`config.mk`:
```
export PLATFORM = sky130hd
export DESIGN_NAME = matmul_seq_ctrl_flat
export DESIGN_NICKNAME = d
export VERILOG_FILES = /design/src/rtl/matmul_seq_ctrl_pkg.sv /design/src/rtl/matmul_seq_ctrl_if.sv /design/src/rtl/matmul_seq_ctrl_idx_counter.sv /design/src/rtl/matmul_seq_ctrl.sv /design/src/flat_wrapper.sv
export SDC_FILE = /design/constraint.sdc
export NUM_CORES = 1
export LEC_CHECK = 0
export CORE_MARGIN = 2
export CORE_UTILIZATION = 45
export CTS_CLUSTER_SIZE = 25
export DETAILED_ROUTE_END_ITERATION = 7
export DONT_BUFFER_PORTS = 1
export GPL_TIMING_DRIVEN = 1
export HOLD_SLACK_MARGIN = 0.12
export PLACE_DENSITY_LB_ADDON = 0.3
export SYNTH_ARGS = -nofsm -noshare
export SYNTH_HDL_FRONTEND = slang
export SYNTH_SLANG_ARGS = --single-unit
```
`constraint.sdc`:
```
create_clock -name clk -period 3.1 [get_ports clk]
set_input_delay 0.62 -clock clk [delete_from_list [all_inputs] [get_ports clk]]
set_output_delay 0.62 -clock clk [all_outputs]
set_load 0.1 [all_outputs]
```
`src/rtl/matmul_seq_ctrl_pkg.sv`:
```
// Shared types and constants for the complex matrix multiplier sequencer.
package fxp_mat_pkg;

    typedef enum logic [1:0] {
        ST_IDLE,
        ST_LOAD,
        ST_COMPUTE,
        ST_DRAIN
    } seq_state_t;

    // Q_RAM plane write enables, indexed by load plane order below
    localparam logic [3:0] WE_A_RE = 4'b0001;
    localparam logic [3:0] WE_A_IM = 4'b0100;
    localparam logic [3:0] WE_B_RE = 4'b0010;
    localparam logic [3:0] WE_B_IM = 4'b1000;

    localparam int unsigned N_PLANES           = 4;
    localparam int unsigned MATRIX_DIM_DEFAULT = 8;
    localparam int unsigned MAT_WORDS          = MATRIX_DIM_DEFAULT * MATRIX_DIM_DEFAULT;

    // Load plane order: A-real, A-imag, B-real, B-imag
    function automatic logic [3:0] plane_we(input logic [1:0] plane);
        case (plane)
            2'd0:    return WE_A_RE;
            2'd1:    return WE_A_IM;
            2'd2:    return WE_B_RE;
            default: return WE_B_IM;
        endcase
    endfunction

    // Counter width able to hold values 0..n-1 (at least one bit)
    function automatic int unsigned cnt_width(input int unsigned n);
        return (n > 1) ? $clog2(n) : 1;
    endfunction

endpackage

```
`src/rtl/matmul_seq_ctrl_if.sv`:
```
// Stream, Q_RAM and datapath-facing signals of the sequencer.
interface matmul_seq_ctrl_if #(
    parameter int unsigned WORD_LEN  = 16,
    parameter int unsigned ADDR_BITS = 7
);
    logic                 start;
    logic                 s_valid;
    logic                 s_ready;
    logic [WORD_LEN-1:0]  s_data;
    logic [3:0]           we;
    logic [WORD_LEN-1:0]  wr_data;
    logic [ADDR_BITS-1:0] Dir_M1;
    logic [ADDR_BITS-1:0] Dir_M2;
    logic                 rd_valid;
    logic                 res_valid;
    logic                 busy;
    logic                 done;
    logic                 err;

    // Sequencer side
    modport master (
        input  start, s_valid, s_data, res_valid,
        output s_ready, we, wr_data, Dir_M1, Dir_M2, rd_valid, busy, done, err
    );

    // Host loader / datapath side
    modport slave (
        output start, s_valid, s_data, res_valid,
        input  s_ready, we, wr_data, Dir_M1, Dir_M2, rd_valid, busy, done, err
    );
endinterface

```
`src/rtl/matmul_seq_ctrl_idx_counter.sv`:
```
// Two-level (outer, inner) index counter; inner runs fastest, wraps to 0 after last.
module mat_idx_counter
    import fxp_mat_pkg::*;
#(
    parameter int unsigned OUTER_N = 4,
    parameter int unsigned INNER_N = 64,
    parameter int unsigned OUTER_W = cnt_width(OUTER_N),
    parameter int unsigned INNER_W = cnt_width(INNER_N)
) (
    input  logic               clk,
    input  logic               rst,
    input  logic               clr,
    input  logic               en,
    output logic [OUTER_W-1:0] outer,
    output logic [INNER_W-1:0] inner,
    output logic               last
);
    logic inner_wrap;

    assign inner_wrap = (inner == INNER_W'(INNER_N - 1));
    assign last       = inner_wrap && (outer == OUTER_W'(OUTER_N - 1));

    // Advance inner each enabled cycle, carry into outer on inner wrap
    always_ff @(posedge clk) begin
        if (rst || clr) begin
            outer <= '0;
            inner <= '0;
        end else if (en) begin
            if (inner_wrap) begin
                inner <= '0;
                outer <= last ? '0 : outer + OUTER_W'(1);
            end else begin
                inner <= inner + INNER_W'(1);
            end
        end
    end
endmodule

```
`src/rtl/matmul_seq_ctrl.sv`:
```
// Load / compute / drain sequencer for the fixed-point complex matrix multiplier.
module matmul_seq_ctrl
    import fxp_mat_pkg::*;
#(
    parameter int unsigned WORD_LEN    = 16,
    parameter int unsigned MATRIX_DIM  = 8,
    parameter int unsigned ADDR_BITS   = 7,
    parameter int unsigned RES_TIMEOUT = 255
) (
    input logic              clk,
    input logic              rst,
    matmul_seq_ctrl_if.master bus
);
    localparam int unsigned N_WORDS = MATRIX_DIM * MATRIX_DIM;
    localparam int unsigned PL_W    = cnt_width(N_PLANES);
    localparam int unsigned WD_IX_W = cnt_width(N_WORDS);
    localparam int unsigned RC_W    = cnt_width(N_WORDS + 1);
    localparam int unsigned DOG_W   = cnt_width(RES_TIMEOUT + 1);
    localparam int unsigned DIM_W   = cnt_width(MATRIX_DIM);

    seq_state_t           state;
    logic                 s_ready_r, rd_valid_r, busy_r, done_r, err_r;
    logic [3:0]           we_r;
    logic [WORD_LEN-1:0]  wr_data_r;
    logic [ADDR_BITS-1:0] dir_m1_r, dir_m2_r;
    logic [RC_W-1:0]      res_cnt;
    logic [DOG_W-1:0]     dog_cnt;

    logic [PL_W-1:0]      plane;
    logic [WD_IX_W-1:0]   word;
    logic                 load_last;
    logic [DIM_W-1:0]     row, col;
    logic                 cmp_last;
    logic                 beat, run_clr;

    assign beat    = (state == ST_LOAD) && bus.s_valid;
    assign run_clr = (state == ST_IDLE) && bus.start;

    mat_idx_counter #(.OUTER_N(N_PLANES), .INNER_N(N_WORDS)) u_load_idx (
        .clk(clk), .rst(rst), .clr(run_clr), .en(beat),
        .outer(plane), .inner(word), .last(load_last)
    );

    mat_idx_counter #(.OUTER_N(MATRIX_DIM), .INNER_N(MATRIX_DIM)) u_cmp_idx (
        .clk(clk), .rst(rst), .clr(run_clr), .en(state == ST_COMPUTE),
        .outer(row), .inner(col), .last(cmp_last)
    );

    assign bus.s_ready  = s_ready_r;
    assign bus.we       = we_r;
    assign bus.wr_data  = wr_data_r;
    assign bus.Dir_M1   = dir_m1_r;
    assign bus.Dir_M2   = dir_m2_r;
    assign bus.rd_valid = rd_valid_r;
    assign bus.busy     = busy_r;
    assign bus.done     = done_r;
    assign bus.err      = err_r;

    // Sequencer FSM with registered outputs, result counting and drain watchdog
    always_ff @(posedge clk) begin
        if (rst) begin
            state      <= ST_IDLE;
            s_ready_r  <= 1'b0;
            we_r       <= '0;
            wr_data_r  <= '0;
            dir_m1_r   <= '0;
            dir_m2_r   <= '0;
            rd_valid_r <= 1'b0;
            busy_r     <= 1'b0;
            done_r     <= 1'b0;
            err_r      <= 1'b0;
            res_cnt    <= '0;
            dog_cnt    <= '0;
        end else begin
            we_r       <= '0;
            done_r     <= 1'b0;
            rd_valid_r <= 1'b0;
            unique case (state)
                ST_IDLE: begin
                    if (bus.start) begin
                        state     <= ST_LOAD;
                        s_ready_r <= 1'b1;
                        busy_r    <= 1'b1;
                        err_r     <= 1'b0;
                        res_cnt   <= '0;
                        dog_cnt   <= '0;
                    end
                    if (bus.res_valid) err_r <= 1'b1;
                end
                ST_LOAD: begin
                    if (bus.s_valid) begin
                        we_r      <= plane_we(plane);
                        wr_data_r <= bus.s_data;
                        if (plane < PL_W'(2)) begin
                            dir_m1_r <= ADDR_BITS'(word);
                            dir_m2_r <= '0;
                        end else begin
                            dir_m1_r <= '0;
                            dir_m2_r <= ADDR_BITS'(word);
                        end
                        if (load_last) begin
                            state     <= ST_COMPUTE;
                            s_ready_r <= 1'b0;
                        end
                    end
                    if (bus.res_valid) err_r <= 1'b1;
                end
                ST_COMPUTE: begin
                    rd_valid_r <= 1'b1;
                    dir_m1_r   <= ADDR_BITS'(row);
                    dir_m2_r   <= ADDR_BITS'(col);
                    if (cmp_last) state <= ST_DRAIN;
                    if (bus.res_valid) begin
                        dog_cnt <= '0;
                        if (res_cnt == RC_W'(N_WORDS)) err_r <= 1'b1;
                        else res_cnt <= res_cnt + RC_W'(1);
                    end
                end
                ST_DRAIN: begin
                    // Finish on the final counted result, on a count already
                    // complete at COMPUTE exit, or on watchdog expiry.
                    if (bus.res_valid) begin
                        dog_cnt <= '0;
                        if (res_cnt == RC_W'(N_WORDS)) begin
                            err_r <= 1'b1;
                        end else begin
                            res_cnt <= res_cnt + RC_W'(1);
                            if (res_cnt == RC_W'(N_WORDS - 1)) begin
                                state     <= ST_IDLE;
                                done_r    <= 1'b1;
                                busy_r    <= 1'b0;
                                dir_m1_r  <= '0;
                                dir_m2_r  <= '0;
                                wr_data_r <= '0;
                            end
                        end
                    end else if (res_cnt == RC_W'(N_WORDS) ||
                                 dog_cnt == DOG_W'(RES_TIMEOUT - 1)) begin
                        if (res_cnt != RC_W'(N_WORDS)) err_r <= 1'b1;
                        state     <= ST_IDLE;
                        done_r    <= 1'b1;
                        busy_r    <= 1'b0;
                        dir_m1_r  <= '0;
                        dir_m2_r  <= '0;
                        wr_data_r <= '0;
                    end else begin
                        dog_cnt <= dog_cnt + DOG_W'(1);
                    end
                end
                default: state <= ST_IDLE;
            endcase
        end
    end
endmodule

```
`src/flat_wrapper.sv`:
```
// flat-port wrapper written by rule: the top's interface ports become plain ports
module matmul_seq_ctrl_flat import fxp_mat_pkg::*;
#(
    parameter int unsigned WORD_LEN    = 16,
    parameter int unsigned MATRIX_DIM  = 8,
    parameter int unsigned ADDR_BITS   = 7,
    parameter int unsigned RES_TIMEOUT = 255
)
  (clk, rst, bus_start, bus_s_valid, bus_s_data, bus_res_valid, bus_s_ready, bus_we, bus_wr_data, bus_Dir_M1, bus_Dir_M2, bus_rd_valid, bus_busy, bus_done, bus_err);
  matmul_seq_ctrl_if #(.WORD_LEN(WORD_LEN), .ADDR_BITS(ADDR_BITS)) bus_i ();
  input logic clk;
  input logic rst;
  input wire logic [$bits(bus_i.start)-1:0] bus_start;
  input wire logic [$bits(bus_i.s_valid)-1:0] bus_s_valid;
  input wire logic [$bits(bus_i.s_data)-1:0] bus_s_data;
  input wire logic [$bits(bus_i.res_valid)-1:0] bus_res_valid;
  output wire logic [$bits(bus_i.s_ready)-1:0] bus_s_ready;
  output wire logic [$bits(bus_i.we)-1:0] bus_we;
  output wire logic [$bits(bus_i.wr_data)-1:0] bus_wr_data;
  output wire logic [$bits(bus_i.Dir_M1)-1:0] bus_Dir_M1;
  output wire logic [$bits(bus_i.Dir_M2)-1:0] bus_Dir_M2;
  output wire logic [$bits(bus_i.rd_valid)-1:0] bus_rd_valid;
  output wire logic [$bits(bus_i.busy)-1:0] bus_busy;
  output wire logic [$bits(bus_i.done)-1:0] bus_done;
  output wire logic [$bits(bus_i.err)-1:0] bus_err;
  assign bus_i.start = bus_start;
  assign bus_i.s_valid = bus_s_valid;
  assign bus_i.s_data = bus_s_data;
  assign bus_i.res_valid = bus_res_valid;
  assign bus_s_ready = bus_i.s_ready;
  assign bus_we = bus_i.we;
  assign bus_wr_data = bus_i.wr_data;
  assign bus_Dir_M1 = bus_i.Dir_M1;
  assign bus_Dir_M2 = bus_i.Dir_M2;
  assign bus_rd_valid = bus_i.rd_valid;
  assign bus_busy = bus_i.busy;
  assign bus_done = bus_i.done;
  assign bus_err = bus_i.err;
  matmul_seq_ctrl #(.WORD_LEN(WORD_LEN), .MATRIX_DIM(MATRIX_DIM), .ADDR_BITS(ADDR_BITS), .RES_TIMEOUT(RES_TIMEOUT)) u_core (.clk(clk), .rst(rst), .bus(bus_i));
endmodule
```
Word level (Yosys, flattened, before mapping)
Cells that the tools add are included.
{"block": "word_totals", "reg_bits": 70, "latch_bits": 0, "ramBits": 0, "mem_bits_ro": 0, "inputBits": 21, "elab_cells": 142, "mem_count": 0}
{"block": "op_classes", "addsub": 6, "mul": 0, "div": 0, "magnitude_cmp": 1, "n_eq_ne": 27, "shift": 0, "mux": 62, "n_bitwise": 3, "reduce_logical": 27}
{"operator": "2-to-1 mux 16 bit", "count": 5}
{"operator": "2-to-1 mux 7 bit", "count": 9}
{"operator": "one-hot mux 7 bit (3 select lines)", "count": 2}
{"operator": "2-to-1 mux 8 bit", "count": 4}
{"operator": "one-hot mux 16 bit (2 select lines)", "count": 1}
{"operator": "one-hot mux 8 bit (3 select lines)", "count": 1}
{"operator": "2-to-1 mux 1 bit", "count": 20}
{"operator": "AND reduction 5 bit", "count": 4}
{"operator": "2-to-1 mux 2 bit", "count": 9}
{"operator": "2-to-1 mux 6 bit", "count": 3}
{"operator": "one-hot mux 7 bit (2 select lines)", "count": 1}
{"operator": "!= test 2 bit, second input constant", "count": 6}
{"operator": "one-hot mux 4 bit (3 select lines)", "count": 1}
{"operator": "AND reduction 4 bit", "count": 3}
{"operator": "!= test 3 x 2 -> 1 bit, second input constant", "count": 3}
{"operator": "!= test 3 bit, second input constant", "count": 3}
{"operator": "adder 8 x 1 -> 8 bit, second input constant", "count": 1}
{"operator": "equality test 2 bit, second input constant", "count": 4}
{"operator": "equality test 8 bit, second input constant", "count": 1}
{"operator": "one-hot mux 2 bit (4 select lines)", "count": 1}
{"operator": "nonzero test 2 bit", "count": 4}
{"operator": "adder 7 x 1 -> 7 bit, second input constant", "count": 1}
{"operator": "equality test 7 x 6 -> 1 bit, second input constant", "count": 1}
{"operator": "equality test 7 bit, second input constant", "count": 1}
{"operator": "21 further kinds", "count": 37}

Longest topological paths before layout
{"block": "depth", "ltp_word": 5, "mapped_depth": 8, "mapped_depth_nobuf": 7}

By module
Synthesis repeated with hierarchy kept, for this count alone.
{"block": "unflattened", "hier_cells": 377, "hier_area_um2": 3434.5}
{"mod": "matmul_seq_ctrl", "n_inst": 1, "cells_per_inst": 302, "area_each_um2": 2723.9, "seq_area_each_um2": 1081.0}
{"mod": "mat_idx_counter at u_core.u_load_idx", "n_inst": 1, "cells_per_inst": 45, "area_each_um2": 387.9, "seq_area_each_um2": 160.2}
{"mod": "mat_idx_counter at u_core.u_cmp_idx", "n_inst": 1, "cells_per_inst": 30, "area_each_um2": 322.8, "seq_area_each_um2": 120.1}

Worst setup path after synthesis
No wires, ideal clock.
{"block": "synth_timing", "path_type": "reg2reg", "start": "register u_core.state[0]", "end": "register u_core.dog_cnt[7]", "t_arrival_ns": 2.284, "t_required_ns": 3.030, "slack_ns": 0.746, "path_stages_with_launch": 8, "path_buffers": 0, "path_cell_list": "dfxtp_1 inv_1 ha_1 nor2b_1 or3b_1 or3_1 or4_1 a21oi_1"}
{"block": "synth_via", "elab_chain_cells": 3, "word_cells_on_any_way": 9, "classes_between": "5 x eq/ne; 1 x mux; 3 x reduce/logical"}
{"element": "start, declared", "line": "matmul_seq_ctrl.sv:21", "rtl": "seq_state_t state;"}
{"element": "start signal, assigned", "line": "matmul_seq_ctrl.sv:62", "rtl": "state <= ST_IDLE;"}
{"element": "start signal, assigned", "line": "matmul_seq_ctrl.sv:81", "rtl": "state <= ST_LOAD;"}
{"element": "start signal, assigned", "line": "matmul_seq_ctrl.sv:102", "rtl": "state <= ST_COMPUTE;"}
{"element": "equality test 2 bit or logical NOT 2 bit (tied branches)", "line": "matmul_seq_ctrl.sv:78", "rtl": "unique case (state)"}
{"element": "!= test 3 bit (no line), or another cell as far along"}
{"element": "AND reduction 4 bit (no line)"}
{"element": "end signal, assigned", "line": "matmul_seq_ctrl.sv:147", "rtl": "dog_cnt <= dog_cnt + DOG_W'(1);"}
{"element": "end, declared", "line": "matmul_seq_ctrl.sv:27", "rtl": "logic [DOG_W-1:0] dog_cnt;"}
Parallel ways exist; a longest one is shown, timed or not.
A chain may end at the register's enable or synchronous reset.

Final worst setup path
Same ends and word-level chain as after synthesis.

==> reports/qor.txt <==
RSZ-0062 raised after global routing = no
Outcome = finished clean
Post-cts resize count = 0
Slew HR = 32.2%
DR WL/cell = 14.8 um
Count of buffers from port buffering = 0
CTS tree = yes
CTS H-Tree Depth = 3
Die Wd = 88.1 um
Post-route ant nets = 0
Crit Path Max Fanout = 7
Std cell rows = 30
Worst setup EP type = flop
Logic pwr share = 22.4%
Routability congestion estimate = 0.835
Synth cell types = 49
Post-Place Setup Slack = 0.537 ns
Setup slack after layout = 0.477 ns
Gr usage total = 17.1%
Cts hold-fix bufs = 0
Clk pwr share = 23.5%
Max clock buf depth = 2
Setup violators final = 0
Vias post-DR = 2,416
Cells after Synth = 337
Sw frac = 47.6%
Primary FF master, synth = dfxtp_1
Remaining Overflow, GRT = 0
Worst-path clk slew = 0.08 ns
Int Pwr = 1.64 mW
Antenna violations before repair = 0
Maxcap violations = 0
Seq pwr share = 54.1%
Worst vdd ir = 0.312 mV
Initial DRC count = 84
Worst Tran Pin Value = 1.02 ns
Final setup TNS = 0 ns
Worst Clk Skew = 0.00734 ns
Yosys reg bits = 68
Initial Utilization = 46.5%
YS warnings = 0
Layout area overhead = 8.46%
Clk Latency, worst-skew pair = 0.34 ns
Post-layout net count = 375
CP arrival = 2.89 ns
First-pass iteration count of the detailed router = 5
Post-Syn Area = 3180 um2
# Post-CTS Setup Buffers = 0
Num CTS Buffers = 9
Die area = 7750 um2
Number of I/O pins = 60
Share of post-route cells with drive strength above 1 = 11.8%
Via density = 5.54
Clock Sinks = 68
Mean Syn Cell Area = 9.43 um2
First-pass GRT wire length = 10.3 mm
WL final = 6.45 mm
Number of synthesized flops with an enable pin = 0
Tot Pwr = 3.13 mW
Fin crit share = 84.6%
Filler cells = 645
Hold Path Class = primary input to flop
Core Region = 6830 um2
Clock Root Buffer = clkbuf_8
Reg2Reg Setup Slack = 0.48 ns
LEAKAGE = 1.23 nW
PwrDens = 907 nW/um2
Minimum clock period = 2.62 ns
Number of global-route vias before repair = 2,138
DP HPWL = 4.61 mm
Hold Fails Final Rpt = 0
Crit Path Class = flop to flop
Sw Pwr = 1.49 mW
Pin count of the biggest net entering global routing = 32
Async SR Flop Fraction = 0%
Die H = 88.1 um
Antenna cells = 0
DRC = 0
Critical path launch point type = flop
Fmax = 0.381 GHz
Seq/Total Area, Yosys = 42.8%
Final Max Tran Viols = 0
Worst EP required = 3.37 ns
power by group through the flow:
stage	clock [mW]	combinational [mW]	sequential (mW)
after floorplan	0	0.602	1.69
after global placement	0	0.682	1.71
after detailed placement	0	0.699	1.71
after CTS	0.755	0.700	1.69
after global routing	0.802	0.776	1.71
final	0.736	0.700	1.69
stage by stage:
step                      cells  area (um2)  utilization [%]  hold slack, ns
after floorplan             338        3180                -           0.452
after global placement      420        3250             47.5           0.469
after detailed placement    420        3250             47.5           0.475
after CTS                   436        3450             50.5           0.322
after global routing        436        3450             50.5           0.311
final                       436        3450             50.5           0.343
cell type report:
class                      instances  area [um2]  share of cell area (%)
clock inverter                     5        60.1                    1.74
clock buffer                      11         141                    4.10
sequential                        68        1360                    39.5
multi-input combinational        240        1690                    48.9
timing repair buffer               5        37.5                    1.09
inverter                          11        41.3                    1.20
tap                               96         120                    3.48
registers in the layout (all words and copies together), names as in the netlist:
signal                   count
u_core.bus.wr_data          16
u_core.u_load_idx.outer      2
u_core.bus.Dir_M2            6
u_core.bus.s_ready           1
u_core.bus.Dir_M1            6
u_core.bus.busy              1
u_core.bus.rd_valid          1
u_core.bus.done              1
u_core.u_load_idx.inner      6
u_core.u_cmp_idx.inner       3
u_core.res_cnt               7
u_core.u_cmp_idx.outer       3
u_core.bus.we                4
u_core.bus.err               1
u_core.dog_cnt               8
u_core.state                 2
metal layers:
layer  GRT usage, %  wire, um  vias to the layer above
li1               -         -                     1222
met1           20.2      2870                     1136
met2           27.8      3160                       49
met3           5.66       352                        9
met4           8.68        69                        0
met5              0         0                        -
synthesized netlist by cell type, types with 6 or more instances:
master | instances | area [um2]
nand3_1 | 13 | 65.1
a21oi_1 | 18 | 90.1
xnor2_1 | 6 | 52.6
nor3b_1 | 8 | 60.1
ha_1 | 19 | 238
dfxtp_1 | 68 | 1360
nor2_1 | 34 | 128
a211oi_2 | 6 | 75.1
nor2b_1 | 7 | 43.8
a31o_2 | 6 | 52.6
nor3_1 | 8 | 40.0
a22oi_1 | 7 | 52.6
nand2_1 | 12 | 45.0
a22o_1 | 16 | 140
or2_2 | 6 | 37.5
clkbuf_1 | 11 | 41.3
inv_1 | 11 | 41.3
o21ai_0 | 8 | 40.0
or4_1 | 6 | 45.0
logic make-up after synthesis:
| group | synth area share (%) |
|---|---|
| AND/OR/NAND/NOR | 19.7 |
| AO/OA/AOI/OAI | 21.3 |
| flip-flops | 42.8 |
| buffers and inverters | 4.25 |
| adder cells (fa/ha/maj) | 7.48 |
| XOR/XNOR | 2.75 |
| multiplexers | 1.57 |
| other | 0.118 |
cells in the final DEF (no fill, tap or decap), types with 10 or more instances in the layout:
master / instances
inv_1: 11
clkbuf_8: 10
ha_1: 19
nand3_1: 13
nor2_1: 34
a21oi_1: 18
a22o_1: 16
dfxtp_1: 68
nand2_1: 12
final timing paths:
kind,from,end,cells after the start
worst min register to register,u_core.u_cmp_idx.outer[1]$_SDFFE_PP0P_,u_core.u_cmp_idx.outer[1]$_SDFFE_PP0P_,2
worst max register to register,u_core.state[0]$_SDFFE_PP0P_,u_core.dog_cnt[7]$_SDFFE_PP0P_,7
worst min-delay path,rst,u_core.bus.Dir_M2[0]$_SDFFE_PP0P_,1
worst max-delay path,u_core.state[0]$_SDFFE_PP0P_,u_core.dog_cnt[7]$_SDFFE_PP0P_,7
critical path, cell delays in order, from the launching register on:
cell	delay, ns
dfxtp_1	0.40
inv_1	0.10
ha_1	0.30
nor2b_1	0.23
or3b_1	0.46
or3_1	0.43
or4_1	0.48
a21oi_1	0.16
(Power assumes the default switching activity.)
